===== src/rtl/if_fetch_stage_if.sv =====
// Instruction-memory request/response channel for the fetch stage.
// The master side issues in-order fetch requests and accepts in-order responses.
interface if_fetch_stage_if #(
    parameter int XLEN = 64
);
    logic            imem_req_valid;
    logic [XLEN-1:0] imem_req_addr;
    logic            imem_req_ready;
    logic            imem_rsp_valid;
    logic [31:0]     imem_rsp_data;

    modport master (
        output imem_req_valid,
        output imem_req_addr,
        input  imem_req_ready,
        input  imem_rsp_valid,
        input  imem_rsp_data
    );

    modport slave (
        input  imem_req_valid,
        input  imem_req_addr,
        output imem_req_ready,
        output imem_rsp_valid,
        output imem_rsp_data
    );
endinterface


===== src/rtl/if_fetch_stage.sv =====
// Instruction fetch stage: owns the PC, keeps an in-order queue of fetch slots
// and produces the IF/ID register, with stall, redirect and stale-drop handling.
module if_fetch_stage #(
    parameter int              XLEN     = 64,
    parameter logic [XLEN-1:0] RESET_PC = '0,
    parameter int              QDEPTH   = 2
) (
    input  logic                       clk,
    input  logic                       reset,
    input  logic                       stall,
    input  logic                       branch_taken,
    input  logic [XLEN-1:0]            branch_target,
    if_fetch_stage_if.master           imem,
    output logic                       IF_ID_valid,
    output logic [XLEN-1:0]            IF_ID_PC,
    output logic [31:0]                IF_ID_instruction,
    output logic [$clog2(QDEPTH):0]    fetch_occupancy
);

    localparam int          PW  = $clog2(QDEPTH);
    localparam int          OW  = $clog2(QDEPTH) + 1;
    localparam int          DW  = 8;
    localparam logic [31:0] NOP = 32'h0000_0013;
    localparam logic [OW-1:0] QD = OW'(QDEPTH);

    logic [XLEN-1:0] pc;
    logic [OW-1:0]   head;
    logic [OW-1:0]   fill;
    logic [OW-1:0]   tail;
    logic [DW-1:0]   drop_cnt;

    logic [XLEN-1:0] slot_pc   [QDEPTH];
    logic [31:0]     slot_data [QDEPTH];

    logic [OW-1:0] occ;
    logic [OW-1:0] inflight;
    logic [OW-1:0] buffered;
    logic [PW-1:0] head_idx;
    logic [PW-1:0] fill_idx;
    logic [PW-1:0] tail_idx;

    logic req_valid;
    logic req_fire;
    logic dropping;
    logic rsp_drop;
    logic rsp_take;
    logic rsp_hit;
    logic have_buf;
    logic bypass;

    // Pointers carry one extra wrap bit so full and empty are distinct.
    assign occ      = tail - head;
    assign inflight = tail - fill;
    assign buffered = fill - head;
    assign head_idx = head[PW-1:0];
    assign fill_idx = fill[PW-1:0];
    assign tail_idx = tail[PW-1:0];

    assign req_valid = reset && !branch_taken && (occ < QD);
    assign req_fire  = req_valid && imem.imem_req_ready;

    // Stale responses are always the oldest outstanding ones, so drop first.
    assign dropping = (drop_cnt != '0);
    assign rsp_drop = imem.imem_rsp_valid && dropping;
    assign rsp_take = imem.imem_rsp_valid && !dropping && (inflight != '0);
    assign rsp_hit  = rsp_drop || rsp_take;

    assign have_buf = (buffered != '0);
    assign bypass   = !have_buf && rsp_take;

    assign imem.imem_req_valid = req_valid;
    assign imem.imem_req_addr  = pc;
    assign fetch_occupancy     = occ;

    always_ff @(posedge clk or negedge reset) begin
        if (!reset) begin
            pc                <= RESET_PC;
            head              <= '0;
            fill              <= '0;
            tail              <= '0;
            drop_cnt          <= '0;
            IF_ID_valid       <= 1'b0;
            IF_ID_PC          <= '0;
            IF_ID_instruction <= NOP;
        end else if (branch_taken) begin
            pc                <= branch_target & ~XLEN'(3);
            head              <= '0;
            fill              <= '0;
            tail              <= '0;
            drop_cnt          <= drop_cnt + DW'(inflight) - DW'(rsp_hit);
            IF_ID_valid       <= 1'b0;
            IF_ID_instruction <= NOP;
        end else begin
            if (req_fire) begin
                pc   <= pc + XLEN'(4);
                tail <= tail + OW'(1);
            end
            if (rsp_take) begin
                fill <= fill + OW'(1);
            end
            if (rsp_drop) begin
                drop_cnt <= drop_cnt - DW'(1);
            end
            if (!stall) begin
                unique case (1'b1)
                    have_buf: begin
                        IF_ID_valid       <= 1'b1;
                        IF_ID_PC          <= slot_pc[head_idx];
                        IF_ID_instruction <= slot_data[head_idx];
                        head              <= head + OW'(1);
                    end
                    bypass: begin
                        IF_ID_valid       <= 1'b1;
                        IF_ID_PC          <= slot_pc[head_idx];
                        IF_ID_instruction <= imem.imem_rsp_data;
                        head              <= head + OW'(1);
                    end
                    default: begin
                        IF_ID_valid       <= 1'b0;
                        IF_ID_instruction <= NOP;
                    end
                endcase
            end
        end
    end

    always_ff @(posedge clk or negedge reset) begin
        if (!reset) begin
            for (int i = 0; i < QDEPTH; i++) begin
                slot_pc[i]   <= '0;
                slot_data[i] <= '0;
            end
        end else if (!branch_taken) begin
            if (req_fire) begin
                slot_pc[tail_idx] <= pc;
            end
            if (rsp_take) begin
                slot_data[fill_idx] <= imem.imem_rsp_data;
            end
        end
    end

endmodule


===== src/flat_wrapper.sv =====
// flat-port wrapper written by rule: the top's interface ports become plain ports
module if_fetch_stage_flat 
#(
    parameter int              XLEN     = 64,
    parameter logic [XLEN-1:0] RESET_PC = '0,
    parameter int              QDEPTH   = 2
)
  (clk, reset, stall, branch_taken, branch_target, IF_ID_valid, IF_ID_PC, IF_ID_instruction, fetch_occupancy, imem_imem_req_valid, imem_imem_req_addr, imem_imem_req_ready, imem_imem_rsp_valid, imem_imem_rsp_data);
  if_fetch_stage_if #(.XLEN(XLEN)) imem_i ();
  input  logic clk;
  input  logic reset;
  input  logic stall;
  input  logic branch_taken;
  input  logic [XLEN-1:0] branch_target;
  output logic IF_ID_valid;
  output logic [XLEN-1:0] IF_ID_PC;
  output logic [31:0] IF_ID_instruction;
  output logic [$clog2(QDEPTH):0] fetch_occupancy;
  output wire logic [$bits(imem_i.imem_req_valid)-1:0] imem_imem_req_valid;
  output wire logic [$bits(imem_i.imem_req_addr)-1:0] imem_imem_req_addr;
  input wire logic [$bits(imem_i.imem_req_ready)-1:0] imem_imem_req_ready;
  input wire logic [$bits(imem_i.imem_rsp_valid)-1:0] imem_imem_rsp_valid;
  input wire logic [$bits(imem_i.imem_rsp_data)-1:0] imem_imem_rsp_data;
  assign imem_imem_req_valid = imem_i.imem_req_valid;
  assign imem_imem_req_addr = imem_i.imem_req_addr;
  assign imem_i.imem_req_ready = imem_imem_req_ready;
  assign imem_i.imem_rsp_valid = imem_imem_rsp_valid;
  assign imem_i.imem_rsp_data = imem_imem_rsp_data;
  if_fetch_stage #(.XLEN(XLEN), .RESET_PC(RESET_PC), .QDEPTH(QDEPTH)) u_core (.clk(clk), .reset(reset), .stall(stall), .branch_taken(branch_taken), .branch_target(branch_target), .imem(imem_i), .IF_ID_valid(IF_ID_valid), .IF_ID_PC(IF_ID_PC), .IF_ID_instruction(IF_ID_instruction), .fetch_occupancy(fetch_occupancy));
endmodule

===== config.mk =====
export PLATFORM = sky130hd
export DESIGN_NAME = if_fetch_stage_flat
export DESIGN_NICKNAME = d
export VERILOG_FILES = /design/src/rtl/if_fetch_stage_if.sv /design/src/rtl/if_fetch_stage.sv /design/src/flat_wrapper.sv
export SDC_FILE = /design/constraint.sdc
export NUM_CORES = 1
export LEC_CHECK = 0
export BUFFER_PORTS_ARGS = -buffer_cell sky130_fd_sc_hd__buf_2
export CAP_MARGIN = 10
export CORE_MARGIN = 3
export CORE_UTILIZATION = 45
export CTS_CLUSTER_SIZE = 8
export DETAILED_ROUTE_END_ITERATION = 12
export PLACE_DENSITY = 0.64
export SYNTH_ARGS = -nofsm -noshare
export SYNTH_HDL_FRONTEND = slang
export SYNTH_SLANG_ARGS = --single-unit

===== constraint.sdc =====
create_clock -name clk -period 9.55 [get_ports clk]
set_clock_uncertainty 0.2 [all_clocks]
set_input_delay 1.4325 -clock clk [delete_from_list [all_inputs] [get_ports clk]]
set_output_delay 1.4325 -clock clk [all_outputs]
set_load 0.01 [all_outputs]

==> results by group <==
Layout
  – FF/Latch Area: 0.00899 mm^2
  – FILL cells: 3133
  – Synth-to-layout area growth: 18.8%
  – Multi-input gate area: 0.00706 mm^2
  – Share of layout cells above drive strength 1: 0.313
  – Fin util: 0.546
  – Nets: 1800
  – Final non-filler cell total: 2158

Detailed routing
  – 1st-iter DRT viols: 643
  – Wirelength per Cell: 20.0 um
  – Vias per inst: 5.66
  – DR vias: 12200
  – # DRC: 0
  – Antenna-violating nets left: 0
  – Final WL: 43.1 mm
  – DR pass1 iterations: 5

Floorplan
  – Core area: 0.0358 mm^2
  – Row count: 69
  – Die X: 197 um
  – Die height: 197 um
  – Io pins: 266
  – Initial Utilization: 0.460
  – Die footprint: 0.0389 mm^2

Timing
  – F_max: 212 MHz
  – Endpoints failing setup: 0
  – Tcrit/Tclk final: 0.495
  – Setup TNS: 0 ns
  – Worst slew pin tran: 1.11 ns
  – Final Hold Vio Count: 0
  – RSZ-0062 raised after global routing: false
  – Pins Over Slew Limit: 0
  – Tmin final: 4.73 ns
  – Slew HR: 0.253

Global route
  – Vias in the first global route: 12500
  – Initial antenna violation count: 8
  – First-pass GRT wire length: 68.7 mm
  – Remaining Overflow, GRT: 0
  – Total GRT Usage: 0.221
  – Largest net degree at the start of global routing: 153

Clocking
  – PostCTS Resize Cnt: 0
  – Clock Tree Root: clkbuf_16
  – Post-CTS Repair Setup Buffers: 0
  – Maximum clock path buffer count: 3
  – Clk_lat worst skew: 0.57 ns
  – H-tree lvl count: 2
  – Reg clk slew, reported paths: 0.05 ns
  – Cts bufs inserted: 50
  – CTS sink count: 359
  – Hold_buf cts: 0
  – TritonCTS clock tree: yes

Logic synthesis
  – Synth Instances: 1437
  – Flop and latch count out of synthesis: 359
  – Synth top area cells: dfrtp_1 (54%), mux2_2 (12%), mux2i_1 (5.8%)
  – Synth unique cells: 61
  – Top-area cell type share of the netlist area: 0.541
  – Sequential element share of the synthesized area: 0.546
  – Post-synth top area cell: dfrtp_1
  – Async set-or-reset flop fraction in the synthesized netlist: 1.00
  – Synth Warn #: 0
  – Synth Flop Type: dfrtp_1
  – Mean Syn Cell Area: 11.5 um^2
  – Mapped Area: 0.0165 mm^2
  – Post-synth EDFFs: 0

Worst setup path
  – Max FO, Critical Path: 152
  – FF-to-FF Start: u_core.head[0]$_DFFE_PN0P_
  – Crit end category: output port
  – Crit path kind: in -> out
  – CP arrival: 3.10 ns
  – CP startpoint kind: primary input
  – Critical path data required time: 7.92 ns
  – Critical Path Source: reset

Job
  – Max-cap viol count: 0

Min path
  – Hold Crit Start: u_core.slot_data[36]$_DFFE_PN0P_
  – Hold WC Path Type: reg -> reg

Placement
  – Final HPWL DP: 27.7 mm
  – Placed Instances: 2085
  – I/O Buffers: 259
  – RD Place Congestion: 0.793

Outcome
  – Status: finished, final reports clean

Power
  – P per Cell Area: 233 mW/mm^2
  – Max VDD drop: 0.000118 V
  – Leakage Power: 0.00900 uW
[final cells by class]
class,instances,share of cell area
sequential,359,0.459
timing repair buffer,277,0.0744
clock buffer,69,0.0687
antenna,3,0.000384
multi-input combinational,955,0.361
tap,461,0.0295
clock inverter,1,0.000448
inverter,33,0.00633
[cell families (layout without fill, tap and decap cells)]
logic type | after synthesis | count (layout) | synth area share
flops | 359 | 359 | 0.546
buf+inv | 126 | 380 | 0.0299
fa+ha+maj | 22 | 22 | 0.0172
simple gates | 371 | 371 | 0.107
compound gates | 256 | 256 | 0.103
xor+xnor | 24 | 24 | 0.0145
other cells | 1 | 7 | 0.000228
mux | 278 | 278 | 0.183
[layout by cell type, fill, tap and decap left out, types with 33 or more instances in the layout]
| cell | n |
|---|---|
| nor2_1 | 133 |
| buf_2 | 257 |
| nand3_1 | 34 |
| inv_1 | 33 |
| mux2i_1 | 96 |
| mux2_2 | 182 |
| a21oi_1 | 80 |
| nand2_1 | 95 |
| clkbuf_16 | 51 |
| dfrtp_1 | 355 |
| o21ai_0 | 63 |
| a221o_1 | 41 |
[cell usage after synthesis, drive strengths merged, types with 2 or more instances]
| cell type | n |
|---|---|
| o311ai | 22 |
| a21oi | 80 |
| dfrtp | 356 |
| or4 | 3 |
| and2 | 3 |
| nand3 | 34 |
| o22ai | 3 |
| nor3 | 7 |
| buf | 23 |
| xnor2 | 12 |
| and4 | 7 |
| mux2i | 96 |
| nand2 | 96 |
| xor2 | 10 |
| clkbuf | 70 |
| nor2 | 136 |
| nor2b | 14 |
| mux2 | 182 |
| nand2b | 6 |
| and3 | 10 |
| or2 | 2 |
| a31oi | 12 |
| nand4 | 17 |
| nand3b | 9 |
| dfstp | 3 |
| a41oi | 5 |
| o211ai | 9 |
| a32oi | 5 |
| ha | 21 |
| a21o | 3 |
| inv | 33 |
| nor4 | 10 |
| a221o | 41 |
| or3 | 7 |
| o21ai | 65 |
| nor3b | 7 |
| o31a | 2 |
[worst max-delay path, stage by stage]
cell	delay, ns
buf_8	0.38
buf_12	0.62
nor3b_1	0.31
buf_2	0.19
[stage by stage]
| stage | total power, uW | hold WS (ns) | setup WS, ns | area [um^2] |
|---|---|---|---|---|
| global placement | 2980 | 0.259 | 4.77 | 18200 |
| finish | 4560 | 0.273 | 4.82 | 19600 |
| floorplan | 2650 | 0.246 | 5.58 | 16500 |
| CTS | 4620 | 0.279 | 4.78 | 19600 |
| global route | 4840 | 0.299 | 4.58 | 19600 |
| detailed placement | 3020 | 0.268 | 4.81 | 18200 |
[power breakdown]
group | leakage, uW | total (uW) | switching [uW] | internal (uW)
Clock | 0.000654 | 1580 | 626 | 957
Combinational | 0.00376 | 935 | 483 | 452
Sequential | 0.00458 | 2040 | 207 | 1840
Total | 0.00900 | 4560 | 1320 | 3250
[registers in the layout, indices dropped and copies added (netlist names)]
name	count
u_core.slot_pc	124
u_core.head	2
u_core.IF_ID_PC	62
u_core.imem.imem_req_addr	62
u_core.IF_ID_instruction	32
u_core.slot_data	64
u_core.drop_cnt	8
u_core.IF_ID_valid	1
u_core.fill	2
u_core.tail	2
[path summary, 6_finish.rpt]
kind	end	slack, ns	cells after the start
hold reg to reg	u_core.slot_data[36]$_DFFE_PN0P_	0.27	2
setup / recovery	imem_imem_req_valid	4.82	4
min in group asynchronous	u_core.slot_pc[19]$_DFFE_PN0P_	0.63	1
setup reg to reg	u_core.IF_ID_PC[24]$_DFFE_PN0P_	5.91	8
max in group asynchronous	u_core.slot_data[39]$_DFFE_PN0P_	6.28	3
hold / removal	u_core.slot_data[36]$_DFFE_PN0P_	0.27	2
[layer usage]
metal / vias to the layer above / GRT usage / wire length (um) / part of all wire
li1: 5660 / - / - / -
met3: 80 / 0.0686 / 3440 / 0.080
met1: 6113 / 0.293 / 18500 / 0.43
met2: 346 / 0.350 / 20100 / 0.47
met5: - / 0 / 66 / 0.0015
met4: 12 / 0.0684 / 969 / 0.022
No activity file was read; power rests on OpenSTA's default activity.
